===== config.mk =====
export PLATFORM = sky130hd
export DESIGN_NAME = ext_btn_gpio
export DESIGN_NICKNAME = d
export VERILOG_FILES = /design/src/rtl/ext_btn_gpio.sv
export SDC_FILE = /design/constraint.sdc
export NUM_CORES = 1
export LEC_CHECK = 0
export CORE_MARGIN = 4
export CORE_UTILIZATION = 30
export DETAILED_ROUTE_END_ITERATION = 10
export HOLD_SLACK_MARGIN = 0.15
export PLACE_DENSITY = 0.55
export SYNTH_ARGS = -nofsm -noshare
export SYNTH_HDL_FRONTEND = slang
export SYNTH_SLANG_ARGS = --single-unit

===== constraint.sdc =====
create_clock -name clk -period 5.63 [get_ports clk]
set_input_delay 1.126 -clock clk [delete_from_list [all_inputs] [get_ports clk]]
set_output_delay 1.126 -clock clk [all_outputs]
set_load 0.02 [all_outputs]

===== src/rtl/ext_btn_gpio.sv =====
// Memory-mapped input GPIO: synchronised, debounced push-buttons with sticky
// rise/fall flags, W1C clearing and a maskable level interrupt.
module ext_btn_gpio #(
  parameter int N_BTN           = 5,
  parameter int DEBOUNCE_CYCLES = 250000
) (
  input  logic             clk,
  input  logic             rst,
  input  logic [31:0]      addr,
  input  logic [31:0]      data_in,
  input  logic             rd_strobe,
  input  logic [3:0]       wr_strobe,
  output logic [31:0]      data_out,
  input  logic [N_BTN-1:0] btn_in,
  output logic             irq
);

  localparam int              CW      = $clog2(DEBOUNCE_CYCLES);
  localparam logic [CW-1:0]   CNT_MAX = CW'(DEBOUNCE_CYCLES - 1);
  localparam logic [15:0]     LO_MASK = 16'((32'd1 << N_BTN) - 32'd1);
  localparam logic [31:0]     EN_MASK = {LO_MASK, LO_MASK};

  localparam logic [1:0] A_STATE = 2'd0;
  localparam logic [1:0] A_RISE  = 2'd1;
  localparam logic [1:0] A_FALL  = 2'd2;
  localparam logic [1:0] A_EN    = 2'd3;

  logic [N_BTN-1:0] r_sync1, r_sync2, r_stable;
  logic [CW-1:0]    r_cnt [N_BTN];
  logic [N_BTN-1:0] r_rise, r_fall, r_en_rise, r_en_fall;
  logic [31:0]      r_data_out;
  logic             r_irq;

  logic [N_BTN-1:0] w_toggle;
  logic [N_BTN-1:0] w_rise_clr, w_fall_clr;
  logic [31:0]      w_rdata;
  logic             w_wr;
  logic [1:0]       w_sel;
  logic             w_unused_bits;

  assign w_wr          = |wr_strobe;
  assign w_sel         = addr[3:2];
  assign w_unused_bits = ^{addr[31:4], addr[1:0], data_in & ~EN_MASK};

  // Stable flips on the cycle the mismatch count would reach DEBOUNCE_CYCLES.
  always_comb begin
    w_toggle = '0;
    for (int i = 0; i < N_BTN; i++)
      w_toggle[i] = (r_sync2[i] != r_stable[i]) && (r_cnt[i] == CNT_MAX);
  end

  always_ff @(posedge clk or posedge rst) begin
    if (rst) begin
      r_sync1  <= '0;
      r_sync2  <= '0;
      r_stable <= '0;
      for (int i = 0; i < N_BTN; i++) r_cnt[i] <= '0;
    end else begin
      r_sync1  <= btn_in;
      r_sync2  <= r_sync1;
      r_stable <= r_stable ^ w_toggle;
      for (int i = 0; i < N_BTN; i++) begin
        if (r_sync2[i] == r_stable[i] || w_toggle[i]) r_cnt[i] <= '0;
        else                                          r_cnt[i] <= r_cnt[i] + 1'b1;
      end
    end
  end

  assign w_rise_clr = (w_wr && w_sel == A_RISE) ? data_in[N_BTN-1:0] : '0;
  assign w_fall_clr = (w_wr && w_sel == A_FALL) ? data_in[N_BTN-1:0] : '0;

  always_comb begin
    w_rdata = '0;
    case (w_sel)
      A_STATE: w_rdata[N_BTN-1:0] = r_stable;
      A_RISE:  w_rdata[N_BTN-1:0] = r_rise;
      A_FALL:  w_rdata[N_BTN-1:0] = r_fall;
      A_EN: begin
        w_rdata[N_BTN-1:0]     = r_en_rise;
        w_rdata[N_BTN+15:16]   = r_en_fall;
      end
      default: w_rdata = '0;
    endcase
  end

  // New edge events are OR-ed in after the clear so a coincident set wins.
  always_ff @(posedge clk or posedge rst) begin
    if (rst) begin
      r_rise     <= '0;
      r_fall     <= '0;
      r_en_rise  <= '0;
      r_en_fall  <= '0;
      r_data_out <= '0;
      r_irq      <= 1'b0;
    end else begin
      r_rise <= (r_rise & ~w_rise_clr) | (w_toggle & ~r_stable);
      r_fall <= (r_fall & ~w_fall_clr) | (w_toggle & r_stable);
      if (w_wr && w_sel == A_EN) begin
        r_en_rise <= data_in[N_BTN-1:0];
        r_en_fall <= data_in[N_BTN+15:16];
      end
      if (rd_strobe) r_data_out <= w_rdata;
      r_irq <= (|(r_rise & r_en_rise)) | (|(r_fall & r_en_fall));
    end
  end

  assign data_out = r_data_out;
  assign irq      = r_irq;

endmodule


---- Yosys cells after proc, flatten, opt, wreduce, memory -nomap -nowiden ----
Index checks and enable logic that the tools add are counted.
W data, S select, Z words.
storage, ports and cells
  flip-flop bits (word level) ............. 136
  input bits .............................. 76
  output and inout bits ................... 33
  logic and storage cells ................. 76
operators by class
  add/subtract/negate cells ............... 5
  equal/unequal tests ..................... 18
  muxes and demuxes ....................... 9
  bitwise logic cells ..................... 13
  reduce and logical (&&, ||, !) cells .... 17
operators by type and width
  operator                 count
  $add A18 B1 Y18 const B  5
  $eq A18 B18 Y1 const B   5
  $mux W18                 5
  $and A5 B5 Y5            6
  $pmux W5 S4              1
  $mux W5                  3
  $not A5 Y5               3
  $or A5 B5 Y5             2
  $reduce_or A5 Y1         2
  $logic_and A1 B1 Y1      8
  $eq A1 B1 Y1             5
  $logic_or A1 B1 Y1       5
  $ne A1 B1 Y1             5
  $xor A5 B5 Y5            1
  $eq A2 B2 Y1 const B     2
  $reduce_or A4 Y1         1
  $eq A2 B1 Y1 const B     1
  $logic_not A2 Y1         1
  $or A1 B1 Y1             1

---- Longest topological paths before layout ----
Gate-level depths: netlist of run 1.
  word-level depth ........................ 6
  depth in mapped cells ................... 6

---- Worst setup path before layout of run 1 ----
OpenSTA, ideal clock, no wires.
  kind .................................... input to register
  start point ............................. in addr[2]
  end point ............................... reg r_en_fall[0]
  arrival time ............................ 2428 ps
  required time ........................... 5505 ps
  setup slack ............................. 3077 ps
  cell stages on the path ................. 4
  buffers on the path ..................... 1
  cells stage by stage .................... clkbuf_1 > nand2_1 > nor2_1 > mux2_2
on the way
  word-level cells in the longest chain between the ends .. 2
ends and longest elaborated chain
  what                    RTL line  source
  start: declaration      9         input logic [31:0] addr,
  $eq A2 B2 Y1            98        if (w_wr && w_sel == A_EN) begin
  $logic_and A1 B1 Y1     98
  end signal: assignment  100       r_en_fall <= data_in[N_BTN+15:16];
  end: declaration        30        logic [N_BTN-1:0] r_rise, r_fall, r_en_rise, r_en_fall;
Every way passes these cells.
A chain may end at the register's enable or synchronous reset.

---- Final worst setup path of run 1 ----
  start point ............................. in addr[3]
  end point ............................... reg r_en_rise[0]
on the way
  word-level cells in the longest chain between the ends .. 2
ends and longest elaborated chain
  what                    RTL line  source
  $eq A2 B2 Y1            98
  $logic_and A1 B1 Y1     98
  end signal: assignment  99        r_en_rise <= data_in[N_BTN-1:0];
  end: declaration        30
Every way passes these cells.

==> flow_summary.json, run 1 <==
{
  "clockPowerShare_pct": 48.6,
  "drive_gt1_share_pct": 9.45,
  "die_y_microns": 155,
  "grt_pass1_wl_microns": 22100,
  "dr.pass1.iters": 4,
  "sw_frac_of_total_pct": 22.1,
  "gp_congestion": 0.790,
  "fill_cells": 2148,
  "area_growth_pct": 17.8,
  "portBuffers": 34,
  "cts_tree": "yes",
  "tns_ns": 0,
  "num_rows": 53,
  "slew_headroom_pct": 33.4,
  "p_per_area_mw_per_mm2": 297,
  "cts-resized-gates": 0,
  "path_cells": "clkdlybuf4s50_1 > nand2_1 > nor2_1 > mux2_2",
  "synth-seq-cells": 136,
  "switching_power_uw": 503,
  "grt_pass1_vias": 4409,
  "final_util_pct": 36.2,
  "critical_path.top_delay_family": "simple AND/OR/NAND/NOR gates",
  "total_power_mw": 2.28,
  "start_util_pct": 30.7,
  "fin_skew_ns": 0.00727,
  "p_int_mw": 1.78,
  "synth_edf_count": 0,
  "syn_area_per_cell_sq_um": 10.5,
  "final_cell_mix": "dfrtp_1, nor2_1, xnor2_1",
  "final_nets": 746,
  "cp_data_required_time_ns": 5.92,
  "yosysWarnings": 0,
  "cts.sinks": 136,
  "drt_iter0_markers": 231,
  "critPathSlowestCell": "clkdlybuf4s50_1",
  "finalWirelength_microns": 13100,
  "critPathBufInv": 1,
  "cts_inserted_buffers": 17,
  "antenna_found_initial": 0,
  "ant_nets": 0,
  "core_sq_mm": 0.0212,
  "finalCritPeriodShare_pct": 53.1,
  "max_freq_mhz": 335,
  "cp_max_fo": 10,
  "fin_cells": 952,
  "yosysUniqueCellTypes": 53,
  "period_needed_ns": 2.99,
  "report.final.slew_viol_count": 0,
  "ir_drop_mv": 0.149,
  "ctsHoldBuffers": 0,
  "pwr-share-seq_pct": 45.3,
  "synthArstFlopShare_pct": 100,
  "finalHoldViolCount": 0,
  "cts_root_buf": "clkbuf_16",
  "rsz0062_at_grt": "no",
  "antenna-diode-count": 0,
  "final_common_cell": "dfrtp_1",
  "outcome": "finished, final reports clean",
  "grt_max_degree": 114,
  "drv_cap": 0,
  "post-cts-setup-buffers": 0,
  "clkLatencyLatePin_ns": 0.41,
  "fp.dieArea_sq_mm": 0.0242,
  "drc": 0,
  "post-place-cells": 921,
  "cp-start-kind": "input port",
  "p_leak_nw": 3.10,
  "clkTransAtPathRegs_ns": 0.06,
  "seq_area_frac_synth_pct": 52.2,
  "wl_per_cell_microns": 13.7,
  "routed_via_density": 4.72,
  "pwr-share-comb_pct": 6.1,
  "dpl.hpwl_microns": 8940,
  "slowest_delay_ns": 0.74,
  "crit_arrival_ns": 3.28,
  "hp-class": "flop to flop",
  "htreeDepth": 4,
  "worstSetupPathType": "input port to flop",
  "synth_cells": 624,
  "clock_path_buffers": 2,
  "track_usage_pct": 11.4,
  "setup-violations-final": 0,
  "syn_area_sq_mm": 0.00652,
  "cp-end-kind": "flop",
  "vias": 4491,
  "io_pins": 109,
  "grt_overflow": 0,
  "synth_top_flop_cell": "dfrtp_1",
  "chipWidth_microns": 155,
  "worst_pin_slew_ns": 1.00
}
per-stage QoR:
stage          setup WS, ns  instance area [sq um]  hold slack, ns
2_1_floorplan         0.865                   6600           0.331
3_3_place_gp           2.20                   7100           0.352
3_5_place_dp           2.15                   7100           0.343
4_1_cts                2.58                   7680           0.356
5_1_grt                2.47                   7680           0.360
6_report               2.64                   7680           0.351
cell usage after synthesis, types with 2 or more instances:
cell type | instances | area (sq um)
o41ai_2 | 2 | 32.5
and4_1 | 7 | 61.3
and2_1 | 3 | 18.8
o21ai_0 | 7 | 35.0
a21oi_1 | 17 | 85.1
a22oi_1 | 3 | 22.5
nand2_1 | 42 | 158
nor3_1 | 14 | 70.1
ha_1 | 5 | 62.6
nor4b_1 | 3 | 26.3
nand3_1 | 31 | 155
nand4b_1 | 2 | 17.5
nand4_1 | 22 | 138
nand2b_1 | 6 | 37.5
xnor2_1 | 49 | 429
mux2_2 | 18 | 203
clkbuf_1 | 11 | 41.3
nor3b_1 | 3 | 22.5
mux4_2 | 5 | 113
or3_1 | 7 | 43.8
nand4bb_1 | 2 | 22.5
nor4_1 | 17 | 106
nor2_1 | 87 | 327
xor2_1 | 16 | 140
inv_1 | 25 | 93.8
o31ai_1 | 7 | 52.6
dfrtp_1 | 136 | 3400
o22ai_1 | 5 | 31.3
or4_1 | 10 | 75.1
a32o_1 | 4 | 40.0
o2bb2ai_1 | 6 | 52.6
and3_1 | 8 | 50.1
buf_4 | 22 | 165
buf_2 | 2 | 10.0
mux2i_1 | 2 | 20.0
power by group through the flow:
stage	Combinational, mW	Clock, mW	Sequential, mW
final	0.140	1.11	1.03
after CTS	0.144	1.15	1.03
after detailed placement	0.143	0	1.05
after global routing	0.156	1.19	1.04
after global placement	0.142	0	1.05
after floorplan	0.0960	0	1.05
registers in the layout, summed over array words and instances, names as in the netlist, named ones only:
register,count
r_sync1,5
r_rise,5
r_sync2,5
r_cnt,90
r_en_rise,5
r_fall,5
irq,1
data_out,10
r_en_fall,5
routing by layer:
layer	vias up	wire (microns)	share of wire [%]	global-route usage, %
li1	2243	-	-	-
met2	58	5910	45	16.7
met4	0	128	0.98	3.17
met5	-	0	0	0
met3	12	541	4.1	3.59
met1	2178	6480	50	16.2
area by class of cell:
cell class	instances	area, sq um	area share (%)
clock buffer	22	464	6.04
clock inverter	9	124	1.61
inverter	25	98.8	1.29
multi-input combinational	448	2890	37.6
sequential	136	3400	44.3
tap	275	344	4.48
timing repair buffer	37	363	4.72
worst paths after layout:
check / startpoint / endpoint / slack, ns / depth (start not counted)
hold / removal: r_sync1[2] / r_sync2[2] / 0.35 / 0
setup / recovery: addr[3] / r_en_rise[0] / 2.64 / 4
max in group asynchronous: rst / r_rise[1] / 3.36 / 3
setup reg to reg: r_cnt[77] / r_cnt[76] / 3.45 / 4
min in group asynchronous: rst / r_cnt[36] / 1.34 / 2
hold reg to reg: r_sync1[2] / r_sync2[2] / 0.35 / 0
cells by family after synthesis:
kind of cell / Yosys count / synth area share (%)
flops: 136 / 52.2
simple gates: 272 / 21.4
mux: 25 / 5.14
xor+xnor: 65 / 8.73
fa+ha+maj: 5 / 0.959
other cells: 1 / 0.0575
buf+inv: 61 / 4.93
compound gates: 59 / 6.56
(Power assumes the default switching activity.)
==> run 2, diff against run 1 <==
--- a/config.mk
+++ b/config.mk
@@ -9,7 +9,7 @@
 export CORE_UTILIZATION = 30
 export DETAILED_ROUTE_END_ITERATION = 10
 export HOLD_SLACK_MARGIN = 0.15
-export PLACE_DENSITY = 0.55
+export PLACE_DENSITY = 0.57
 export SYNTH_ARGS = -nofsm -noshare
 export SYNTH_HDL_FRONTEND = slang
 export SYNTH_SLANG_ARGS = --single-unit
==> constraint.sdc (replaced) <==
create_clock -name clk -period 2.65 [get_ports clk]
set_input_delay 0.53 -clock clk [delete_from_list [all_inputs] [get_ports clk]]
set_output_delay 0.53 -clock clk [all_outputs]
set_load 0.02 [all_outputs]
==> run 2 against run 1 <==
First-iteration DRC count shrank 14%. Power grew 120%. Final cell count grew 1.3%. Global-route usage is essentially flat. Sequential power grew 110%. Non-clock buffer count grew 12. Critical endpoint is now r_cnt[74]. Largest power group unchanged.
==> flow_summary.json, run 2 (synthesis results as in run 1) <==
{
  "finalCritPeriodShare_pct": 81.7,
  "final_util_pct": 36.9,
  "fill_cells": 2125,
  "largest_reg_flops": 90,
  "cp-start-kind": "flop",
  "die_y_microns": 155,
  "tns_ns": 0,
  "max_freq_mhz": 462,
  "cts-resized-gates": 0,
  "report.final.slew_viol_count": 0,
  "cts.sinks": 136,
  "grt_pass1_wl_microns": 22100,
  "cp_max_fo": 18,
  "ctsHoldBuffers": 0,
  "cp_data_required_time_ns": 2.93,
  "chipWidth_microns": 155,
  "setup-violations-final": 0,
  "gp_congestion": 0.765,
  "num_rows": 53,
  "rsz0062_at_grt": "no",
  "critPathSlowestCell": "or4_4",
  "pwr-share-seq_pct": 43.6,
  "crit_arrival_ns": 2.45,
  "finalWirelength_microns": 13200,
  "regMostFlops": "r_cnt",
  "outcome": "finished, final reports clean",
  "critPathBufInv": 0,
  "pwr-share-comb_pct": 6.2,
  "htreeDepth": 4,
  "fp.dieArea_sq_mm": 0.0242,
  "hp-class": "flop to flop",
  "io_pins": 109,
  "post-place-cells": 933,
  "slowest_delay_ns": 0.55,
  "track_usage_pct": 11.4,
  "final_area_sq_mm": 0.00783,
  "p_per_area_mw_per_mm2": 644,
  "final_cell_mix": "dfrtp_1, nor2_1, xnor2_1",
  "period_needed_ns": 2.17,
  "drv_cap": 0,
  "fin_cells": 964,
  "worstSetupPathType": "flop to flop",
  "grt_overflow": 0,
  "routed_via_density": 4.72,
  "grt_max_degree": 45,
  "vias": 4553,
  "antenna-diode-count": 0,
  "area_growth_pct": 20.0,
  "dpl.hpwl_microns": 9200,
  "dr.pass1.iters": 4,
  "antenna_found_initial": 0,
  "path_cells": "or4b_1 > or4_4 > o21ai_4 > nor2_1",
  "ant_nets": 0,
  "sw_frac_of_total_pct": 21.6,
  "clkLatencyLatePin_ns": 0.42,
  "drt_iter0_markers": 198,
  "cts_inserted_buffers": 17,
  "switching_power_mw": 1.09,
  "wl_per_cell_microns": 13.7,
  "clock_path_buffers": 2,
  "finalHoldViolCount": 0,
  "portBuffers": 34,
  "dpl_cell_area_sq_mm": 0.00720,
  "drc": 0,
  "fin_skew_ns": 0.00569,
  "p_leak_nw": 3.16,
  "post-cts-setup-buffers": 0,
  "clockPowerShare_pct": 50.2,
  "clkTransAtPathRegs_ns": 0.06,
  "final_nets": 758,
  "ir_drop_mv": 0.296,
  "cts_root_buf": "clkbuf_16",
  "worst_pin_slew_ns": 0.628,
  "drive_gt1_share_pct": 11.0,
  "cts_tree": "yes",
  "critical_path.top_delay_family": "simple AND/OR/NAND/NOR gates",
  "slew_headroom_pct": 57.7,
  "fin_ws_ns": 0.485,
  "core_sq_mm": 0.0212,
  "cp-end-kind": "flop",
  "start_util_pct": 30.7,
  "final_common_cell": "dfrtp_1",
  "pre_cts_ws_ns": 0.356,
  "grt_pass1_vias": 4407,
  "p_int_mw": 3.95
}
## run 2: changes by cell type in the layout (fill, tap and decap cells not counted), moves of 2 or more
cell / before / now
clkinv_2: 5 / 2
buf_12: 0 / 2
buf_4: 3 / 13
clkbuf_8: 2 / 4
## run 2: cell type report
class | count | area (sq um) | share of cell area (%)
Sequential cell | 136 | 3400 | 43.5
Timing Repair Buffer | 49 | 478 | 6.10
Tap cell | 275 | 344 | 4.39
Inverter | 25 | 97.6 | 1.25
Clock inverter | 7 | 139 | 1.77
Multi-Input combinational cell | 448 | 2880 | 36.7
Clock buffer | 24 | 492 | 6.28
## run 2: path summary, 6_finish.rpt
kind	start	end	slack [ns]	cells after the start
setup / recovery	r_cnt[77]	r_cnt[74]	0.48	4
setup reg to reg	r_cnt[77]	r_cnt[74]	0.48	4
min in group asynchronous	rst	r_cnt[26]	0.45	2
max in group asynchronous	rst	asynchronous set/reset pin	1.40	4
hold reg to reg	r_sync1[2]	r_sync2[2]	0.35	0
hold / removal	r_sync1[2]	r_sync2[2]	0.35	0
## run 2: power groups by stage
stage               Clock [mW]  Sequential, mW  Combinational, mW
CTS                       2.59            2.20              0.323
global route              2.69            2.21              0.351
global placement             0            2.23              0.320
finish                    2.53            2.20              0.314
floorplan                    0            2.23              0.204
detailed placement           0            2.23              0.322
## run 2: per-stage QoR
stage	power (mW)	hold WS, ns
floorplan	2.44	0.331
global placement	2.55	0.334
detailed placement	2.55	0.340
CTS	5.11	0.354
global route	5.25	0.368
finish	5.04	0.350
## run 2: routing by layer
layer	up-vias	track usage (%)	share of wire, %
met4	0	4.21	1.4
met2	53	16.9	46
met3	15	3.39	4.1
met5	-	0	0
met1	2222	15.8	48
li1	2263	-	-
